**src/rtl/bubble_seq_pkg.sv**
```systemverilog
// Shared types and constants for the bubble access sequencer.
// Holds the FSM state encoding, default geometry and active-low output levels.
package bubble_seq_pkg;

    typedef enum logic [2:0] {
        ST_IDLE      = 3'd0,
        ST_SEEK      = 3'd1,
        ST_REPLICATE = 3'd2,
        ST_TRANSFER  = 3'd3,
        ST_STOP      = 3'd4,
        ST_DONE      = 3'd5
    } seq_state_e;

    localparam int POSITION_COUNT_DEF = 2053;
    localparam int POS_W_DEF          = 12;

    // Generator controls are active low.
    localparam logic SHIFT_ON  = 1'b0;
    localparam logic SHIFT_OFF = 1'b1;
    localparam logic REP_ON    = 1'b0;
    localparam logic REP_OFF   = 1'b1;

endpackage

```
**src/rtl/bubble_edge_sync.sv**
```systemverilog
// Two-flop synchronizer with an optional rising-edge pulse output.
// Edge pulse is one master-clock cycle wide, taken after the synchronizer.
module bubble_edge_sync #(
    parameter bit EDGE_OUT = 1'b0
) (
    input  logic clk_i,
    input  logic rst_ni,
    input  logic d_i,
    output logic level_o,
    output logic edge_o
);

    logic meta_q;
    logic sync_q;

    always_ff @(posedge clk_i or negedge rst_ni) begin
        if (!rst_ni) begin
            meta_q <= 1'b0;
            sync_q <= 1'b0;
        end else begin
            meta_q <= d_i;
            sync_q <= meta_q;
        end
    end

    assign level_o = sync_q;

    generate
        if (EDGE_OUT) begin : g_edge
            logic prev_q;

            always_ff @(posedge clk_i or negedge rst_ni) begin
                if (!rst_ni) begin
                    prev_q <= 1'b0;
                end else begin
                    prev_q <= sync_q;
                end
            end

            assign edge_o = sync_q & ~prev_q;
        end else begin : g_level
            assign edge_o = 1'b0;
        end
    endgenerate

endmodule

```
**src/rtl/bubble_access_sequencer.sv**
```systemverilog
// Page-access sequencer for the bubble timing generator; tracks loop position.
// Optional bootloop path is built when BUBBLE_BOOTLOOP_EN is defined.
//
// state     | meaning
// ----------+--------------------------------------------------------------
// IDLE      | waiting for a command, position frozen
// SEEK      | shifting until position reaches the replicate target
// REPLICATE | replicator gate held until the next position edge
// TRANSFER  | shifting TRANSFER_POSITIONS further positions
// STOP      | shift released, waiting for the coil to stop
// DONE      | one-cycle completion pulse
module bubble_access_sequencer
    import bubble_seq_pkg::*;
#(
    parameter int POSITION_COUNT     = POSITION_COUNT_DEF,
    parameter int POS_W              = POS_W_DEF,
    parameter int REPLICATE_OFFSET   = 1,
    parameter int TRANSFER_POSITIONS = 1
) (
    input  logic             master_clock,
    input  logic             master_reset_n,
    input  logic             cmd_valid,
    output logic             cmd_ready,
    input  logic [POS_W-1:0] cmd_page,
    input  logic             cmd_bootloop,
    input  logic             cmd_abort,
    output logic             busy,
    output logic             done,
    output logic             done_aborted,
    output logic [POS_W-1:0] current_position,
    output logic             bubble_shift_enable,
    output logic             replicator_enable,
    output logic             bootloop_enable,
    input  logic             position_change,
    input  logic             bubble_access
);

    localparam int TW     = POS_W + 1;
    localparam int XFER_W = (TRANSFER_POSITIONS > 1) ? $clog2(TRANSFER_POSITIONS) : 1;

    localparam logic [TW-1:0]     PC_W      = TW'(POSITION_COUNT);
    localparam logic [TW-1:0]     ADD_W     = TW'(POSITION_COUNT - REPLICATE_OFFSET);
    localparam logic [POS_W-1:0]  POS_LAST  = POS_W'(POSITION_COUNT - 1);
    localparam logic [XFER_W-1:0] XFER_LAST = XFER_W'(TRANSFER_POSITIONS - 1);

    seq_state_e        state_q, state_d;
    logic [POS_W-1:0]  pos_q, pos_d;
    logic [POS_W-1:0]  target_q, target_d;
    logic [XFER_W-1:0] xfer_q, xfer_d;
    logic              aborted_q, aborted_d;
    logic              shift_q, shift_d;
    logic              rep_q, rep_d;
    logic              boot_q, boot_d;

    logic              pos_edge;
    logic              access_sync;
    logic              pos_level_unused;
    logic              access_edge_unused;
    logic              accept;
    logic              active;
    logic              abort_hit;
    logic              boot_sel;
    logic [TW-1:0]     target_sum;
    logic [POS_W-1:0]  target_new;
    logic [POS_W-1:0]  pos_inc;

    bubble_edge_sync #(.EDGE_OUT(1'b1)) u_pos_sync (
        .clk_i   (master_clock),
        .rst_ni  (master_reset_n),
        .d_i     (position_change),
        .level_o (pos_level_unused),
        .edge_o  (pos_edge)
    );

    bubble_edge_sync #(.EDGE_OUT(1'b0)) u_access_sync (
        .clk_i   (master_clock),
        .rst_ni  (master_reset_n),
        .d_i     (bubble_access),
        .level_o (access_sync),
        .edge_o  (access_edge_unused)
    );

    assign cmd_ready = (state_q == ST_IDLE);
    assign busy      = (state_q != ST_IDLE);
    assign accept    = cmd_valid & cmd_ready;
    assign active    = (state_q == ST_SEEK) || (state_q == ST_REPLICATE) ||
                       (state_q == ST_TRANSFER);
    assign abort_hit = cmd_abort & active;

    // Page minus offset, modulo the loop; sum stays below 2*POSITION_COUNT.
    assign target_sum = {1'b0, cmd_page} + ADD_W;
    assign target_new = (target_sum >= PC_W) ? POS_W'(target_sum - PC_W)
                                             : target_sum[POS_W-1:0];
    assign pos_inc    = (pos_q == POS_LAST) ? '0 : pos_q + POS_W'(1);

`ifdef BUBBLE_BOOTLOOP_EN
    logic boot_lat_q;

    always_ff @(posedge master_clock or negedge master_reset_n) begin
        if (!master_reset_n) begin
            boot_lat_q <= 1'b0;
        end else if (accept) begin
            boot_lat_q <= cmd_bootloop;
        end
    end

    assign boot_sel = boot_lat_q;
`else
    logic bootloop_unused;
    assign bootloop_unused = cmd_bootloop;
    assign boot_sel        = 1'b0;
`endif

    always_ff @(posedge master_clock or negedge master_reset_n) begin
        if (!master_reset_n) begin
            state_q   <= ST_IDLE;
            pos_q     <= '0;
            target_q  <= '0;
            xfer_q    <= '0;
            aborted_q <= 1'b0;
            shift_q   <= SHIFT_OFF;
            rep_q     <= REP_OFF;
            boot_q    <= 1'b0;
        end else begin
            state_q   <= state_d;
            pos_q     <= pos_d;
            target_q  <= target_d;
            xfer_q    <= xfer_d;
            aborted_q <= aborted_d;
            shift_q   <= shift_d;
            rep_q     <= rep_d;
            boot_q    <= boot_d;
        end
    end

    always_comb begin
        state_d   = state_q;
        pos_d     = pos_q;
        target_d  = target_q;
        xfer_d    = xfer_q;
        aborted_d = aborted_q;

        // The coil can still be turning in STOP/DONE, so every non-idle state counts.
        if (pos_edge && (state_q != ST_IDLE)) begin
            pos_d = pos_inc;
        end

        unique case (state_q)
            ST_IDLE: begin
                if (accept) begin
                    target_d  = target_new;
                    aborted_d = 1'b0;
                    state_d   = (pos_q == target_new) ? ST_REPLICATE : ST_SEEK;
                end
            end
            ST_SEEK: begin
                if (pos_edge && (pos_inc == target_q)) begin
                    state_d = ST_REPLICATE;
                end
            end
            ST_REPLICATE: begin
                if (pos_edge) begin
                    state_d = ST_TRANSFER;
                    xfer_d  = '0;
                end
            end
            ST_TRANSFER: begin
                if (pos_edge) begin
                    if (xfer_q == XFER_LAST) begin
                        state_d = ST_STOP;
                    end else begin
                        xfer_d = xfer_q + XFER_W'(1);
                    end
                end
            end
            ST_STOP: begin
                if (!access_sync) begin
                    state_d = ST_DONE;
                end
            end
            ST_DONE: begin
                state_d = ST_IDLE;
            end
            default: begin
                state_d = ST_IDLE;
            end
        endcase

        if (abort_hit) begin
            state_d   = ST_STOP;
            aborted_d = 1'b1;
        end
    end

    // Registered controls follow state_q, except an abort releases them at once.
    always_comb begin
        shift_d = (active && !abort_hit) ? SHIFT_ON : SHIFT_OFF;
        rep_d   = ((state_q == ST_REPLICATE) && !abort_hit && !pos_edge) ? REP_ON : REP_OFF;
        boot_d  = boot_sel && (active || (state_q == ST_STOP));
    end

    assign done                = (state_q == ST_DONE);
    assign done_aborted        = done & aborted_q;
    assign current_position    = pos_q;
    assign bubble_shift_enable = shift_q;
    assign replicator_enable   = rep_q;
    assign bootloop_enable     = boot_q;

endmodule

```
**config.mk**
```make
export PLATFORM = sky130hd
export DESIGN_NAME = bubble_access_sequencer
export DESIGN_NICKNAME = d
export VERILOG_FILES = /design/src/rtl/bubble_seq_pkg.sv /design/src/rtl/bubble_edge_sync.sv /design/src/rtl/bubble_access_sequencer.sv
export SDC_FILE = /design/constraint.sdc
export NUM_CORES = 1
export LEC_CHECK = 0
export ABC_AREA = 1
export CAP_MARGIN = 20
export CORE_ASPECT_RATIO = 0.6
export CORE_UTILIZATION = 50
export CTS_CLUSTER_DIAMETER = 40
export DETAILED_ROUTE_END_ITERATION = 7
export PLACE_DENSITY = 0.74
export SYNTH_ARGS = -nofsm -noshare
export SYNTH_HDL_FRONTEND = slang
export SYNTH_HIERARCHICAL = 1
export SYNTH_SLANG_ARGS = --single-unit
```
**constraint.sdc**
```tcl
create_clock -name master_clock -period 3.5 [get_ports master_clock]
set_input_delay 0.875 -clock master_clock [delete_from_list [all_inputs] [get_ports master_clock]]
set_output_delay 0.875 -clock master_clock [all_outputs]
set_load 0.03 [all_outputs]
```
After elaboration in Yosys (flattened, before gate mapping)
Cells that the tools add are included.
Widths: inputs -> output; s select.
Word-level totals
  logic and storage cells: 76
  bits of input ports: 19
  output and inout bits: 19
  register bits: 36
  memories kept: 0
  latch bits: 0
  bits in writable memories: 0
  memory bits (read-only): 0
Cells by class
  reduce and logical (&&, ||, !) cells: 18
  shifts and indexed selects: 0
  add/subtract/negate cells: 4
  bitwise logic cells: 5
  mux-type cells: 20
  multipliers: 0
  eq/ne operators: 16
  magnitude comparators: 1
  divide/modulo/power cells: 0
Operator list (count)
  $eq 12x12->1: 2
  $mux 12: 2
  $mux 3: 7
  $pmux 3 s5: 1
  $add 12x12->13 const B: 1
  $ge 13x12->1 const B: 1
  $add 12x1->12 const B: 1
  $eq 12x12->1 const B: 1
  $ne 3x3->1 const B: 4
  $sub 12x12->12 const B: 1
  $mux 1: 8
  $eq 3x2->1 const B: 2
  $eq 3x3->1 const B: 2
  $reduce_and 6->1: 1
  $reduce_bool 2->1: 3
  $logic_and 1x1->1: 5
  $and 1x1->1: 4
  $ne 2x2->1 const B: 2
  $reduce_and 2->1: 2
  $eq 3x1->1 const B: 1
  $logic_not 3->1: 1
  $ne 3x1->1 const B: 1
  $ne 3x2->1 const B: 1
  $reduce_and 3->1: 1
  other kinds (7): 9

Depth between registers and ports, before layout
  depth in word-level cells: 8
  depth in mapped cells: 21
  mapped depth without buffers: 21

By module
The synthesis kept the hierarchy.
By module, submodules not included
  bubble_access_sequencer: sequential area each 753.2 µm², area an instance 2532.4 µm², cells an instance 392, times used 1
  bubble_edge_sync at u_pos_sync: sequential area each 75.1 µm², area an instance 85.1 µm², cells an instance 5, times used 1
  bubble_edge_sync at u_access_sync: sequential area each 50.0 µm², area an instance 61.3 µm², cells an instance 4, times used 1

Worst setup path after synthesis
Ideal clock, no wire load.
  path type: input to register
  from: in cmd_page[2]
  to: reg state_q[0]
  arrival time: 2743 ps
  buffers on the path: 1
  setup time: 116 ps
  stages on the path: 21
  required time: 3384 ps
  slack: 641 ps
  cells stage by stage: inv_2 ha_1 inv_1 nand2_1 nor2_1 nand2_2 nor2_4 nand3_2 nand2_4 nand3_4 buf_6 nand2_2 nand3_1 nand2_1 nand2_1 nor2_1 nand3_1 nand2_1 nand2_1 nand2_1 nand2_1
On the way
  longest elaborated chain between the ends: 8
  elaborated cells between the ends (all ways): 9
  classes of those cells: add/sub (2); order compare (1); eq/ne (1); mux (5)
Ends and longest elaborated chain
  start: declaration: RTL line bubble_access_sequencer.sv:24  | input logic [POS_W-1:0] cmd_page,
  $add 12x12->13 *: RTL line bubble_access_sequencer.sv:91  | assign target_sum = {1'b0, cmd_page} + ADD_W;
  $sub 12x12->12 / $ge 13x12->1 (equally long branches): RTL line bubble_access_sequencer.sv:92  | assign target_new = (target_sum >= PC_W) ? POS_W'(target_sum - PC_W)
  $mux 12 *: RTL line bubble_access_sequencer.sv:92
  $eq 12x12->1 *: RTL line bubble_access_sequencer.sv:153  | state_d = (pos_q == target_new) ? ST_REPLICATE : ST_SEEK;
  $mux 2 *: RTL line bubble_access_sequencer.sv:153
  $mux 3 *: RTL line bubble_access_sequencer.sv:150  | if (accept) begin
  $pmux 3 s5 *: RTL line bubble_access_sequencer.sv:148  | unique case (state_q)
  $mux 3 *: RTL line bubble_access_sequencer.sv:189  | if (abort_hit) begin
  end signal: assignment: RTL line bubble_access_sequencer.sv:125  | state_q <= state_d;
  end: declaration: RTL line bubble_access_sequencer.sv:46  | seq_state_e state_q, state_d;
Every way passes the cells marked *; elsewhere a longest branch is shown, timed or not. The select of a mux whose other input is x is not followed.
A chain may end at the register's enable or synchronous reset.

Final worst setup path
  from: in cmd_page[4]
  to: reg state_q[0]
The elaborated chain is that of the path after synthesis.

==> reports/qor.yml <==
run_status: "finished clean"
final_core_util: 0.6735
grt_overflow_total: 0
synth_fp_nets: 424
clock_path_buffers: 2
tritoncts: "yes"
cp_data_required_time_ns: 3.68
num_antenna_cells: 0
fin_crit_sh: 0.9237
floorplan.rows: 20
io_buffers: 35
cts_sinks: 35
internal_power_mw: 1.077
clock_tree.root_cell: "sky130_fd_sc_hd__clkbuf_8"
ys.warnings.count: 6
routed_wire_length_per_instance_um: 12.93
clock_latency_ns: 0.29
first_global_vias: 2393
cpMostUsedCell: "sky130_fd_sc_hd__nand2_1"
routed_wl_um: 6878
total_switching_power_mw: 0.8773
min_period_ns: 3.233
finish.net_count: 490
fill_cells: 462
fraction_of_layout_instances_using_a_drive_strength_above_1: 0.1502
powerDensity_nw_per_um2: 568.5
vias_per_cell: 5.235
largest_net_degree_at_the_start_of_global_routing: 36
max_stage_delay_ns: 0.59
startpoint_of_the_worst_slack_reg_to_reg_timing_path: "current_position[0]"
power.combinational.fraction: 0.513
path_cells: "clkdlybuf4s50_1 > nand3_1 > nand2_1 > nand2_1 > inv_2 > nand2_2 > nor2_4 > nand3_2 > nand2_4 > buf_6 > nand3_1 > nand2_1 > nand2_1 > nand2_1 > nand2_1 > nor2_2 > nand3_1 > nand2_1 > nand2_1 > nand2_1 > nand2_1"
effective_utilization_at_floorplan: 0.5225
worst-slew-pin-transition_ns: 0.7477
detail_route.iter0.violations: 221
drtPass1Iterations: 5
power.share.clock: 0.157
timing.hold.worst.class: "register to register"
netSwitchingFraction: 0.4488
worstHoldStart: "u_access_sync/meta_q"
area.growth.synth_to_final_pct: 28.89
die-area_um2: 5641
p_leak_nw: 1.709
worst_slew_margin_rel: 0.5003
critPathSlowestCell: "sky130_fd_sc_hd__clkdlybuf4s50_1"
arrival_time_at_the_worst_endpoint_ns: 3.41
timing.clock.skew_ns: 0.003725
layout_setup_ws_ns: 0.2669
whs_ns: 0.3508
dp_slack_ns: -0.2003
syn_area_per_cell_um2: 6.686
finalWeightedCongestion: 0.8770
htreeDepth: 2
layout_common_cells: "sky130_fd_sc_hd__nand2_1 (121), sky130_fd_sc_hd__inv_1 (50), sky130_fd_sc_hd__nand3_1 (41)"
syn_area_um2: 2668
netlist_instances: 399
worstSetupStartpoint: "cmd_page[4]"
worst-setup-path-type: "input port to register"
setup.worst_path.start_class: "input port"
place.detailed.hpwl_um: 5271
final_antenna_net_count: 0
count_of_cells_along_the_worst_hold_path: 0
critical_path.max_fanout: 8
report.final.setup_viol: 0
post_route_drc_violation_count: 0
maxCapViolations: 0
rsz0062_at_grt: "no"
groute.usage.overall: 0.2605
layout.cells.most_common: "sky130_fd_sc_hd__nand2_1"
fp.coreArea_um2: 5105
cts_hold_buf: 0
max_clock_freq_ghz: 0.3093
critPathCaptureType: "register"
io_pins: 38
via_count: 2785
dieHeight_um: 58.58
cts_made_buffers: 5
number_of_antenna_violations_at_the_first_check_in_global_routing: 0
drv_slew: 0
reg2regPathDepth: 14
clkSlewWorstSetupHoldPaths_ns: 0.07
final-hold-violation-count: 0
fp.dieW_um: 96.30
max-vdd-ir-drop_mv: 0.4799
grt_pass1_wl_um: 11070
power_frac_seq: 0.329
-- state kept, by name, summed over array words and instances, names as in the netlist --
name and count:
u_pos_sync/meta_q 1, target_q 12, state_q 3, u_pos_sync/level_o 1, current_position 12, replicator_enable 1
u_access_sync/meta_q 1, u_access_sync/level_o 1, u_pos_sync/g_edge.prev_q 1, aborted_q 1, bubble_shift_enable 1
-- final timing paths --
| check | endpoint | slack [ns] |
|---|---|---|
| max reg2reg | state_q[0] | 0.77 |
| max in group asynchronous | replicator_enable | 2.17 |
| max | state_q[0] | 0.27 |
| min reg2reg | u_access_sync/level_o | 0.35 |
| min | u_access_sync/level_o | 0.35 |
| min in group asynchronous | current_position[5] | 0.99 |
-- critical path, delay by kind of cell --
kind	cells	cell delay (ns)
and+or+nand+nor	18	1.72
buffers and inverters	3	0.81
-- power groups by stage --
stage               combinational [mW]  sequential [mW]  clock [mW]
floorplan                        0.614            0.685           0
global placement                 0.952            0.642           0
detailed placement               0.969            0.647           0
CTS                              0.977            0.641       0.311
global route                      1.12            0.658       0.331
finish                            1.00            0.644       0.308
-- stage by stage --
step | area, µm² | cells | TNS (ns) | power (mW)
2_1_floorplan | 2668 | 399 | 0 | 1.298
3_3_place_gp | 3276 | 522 | -0.2152 | 1.594
3_5_place_dp | 3276 | 522 | -0.2943 | 1.616
4_1_cts | 3367 | 530 | 0 | 1.930
5_1_grt | 3438 | 532 | 0 | 2.112
6_report | 3438 | 532 | 0 | 1.955
-- area by class of cell --
| type | count | area, µm² | share of cell area |
|---|---|---|---|
| clock buffer | 7 | 86.33 | 0.02511 |
| clock inverter | 1 | 5.005 | 0.001456 |
| inverter | 54 | 202.7 | 0.05895 |
| multi-input combinational | 305 | 1604 | 0.4665 |
| sequential | 35 | 878.3 | 0.2555 |
| tap | 66 | 82.58 | 0.02402 |
| timing repair buffer | 64 | 579.3 | 0.1685 |
-- what timing repair did --
action	4_1_cts	5_1_grt
setup buffers	0	1
resized for setup	0	15
setup endpoints to repair	0	2
-- per-layer routing --
metal  wire [µm]  global-route usage  vias up
li1            -                   -     1401
met1        3621              0.4015     1281
met2        2748              0.3698       95
met3         461             0.06202        8
met4          48             0.05042        0
met5           0                   0        -
Power figures use the tool's default switching activity.
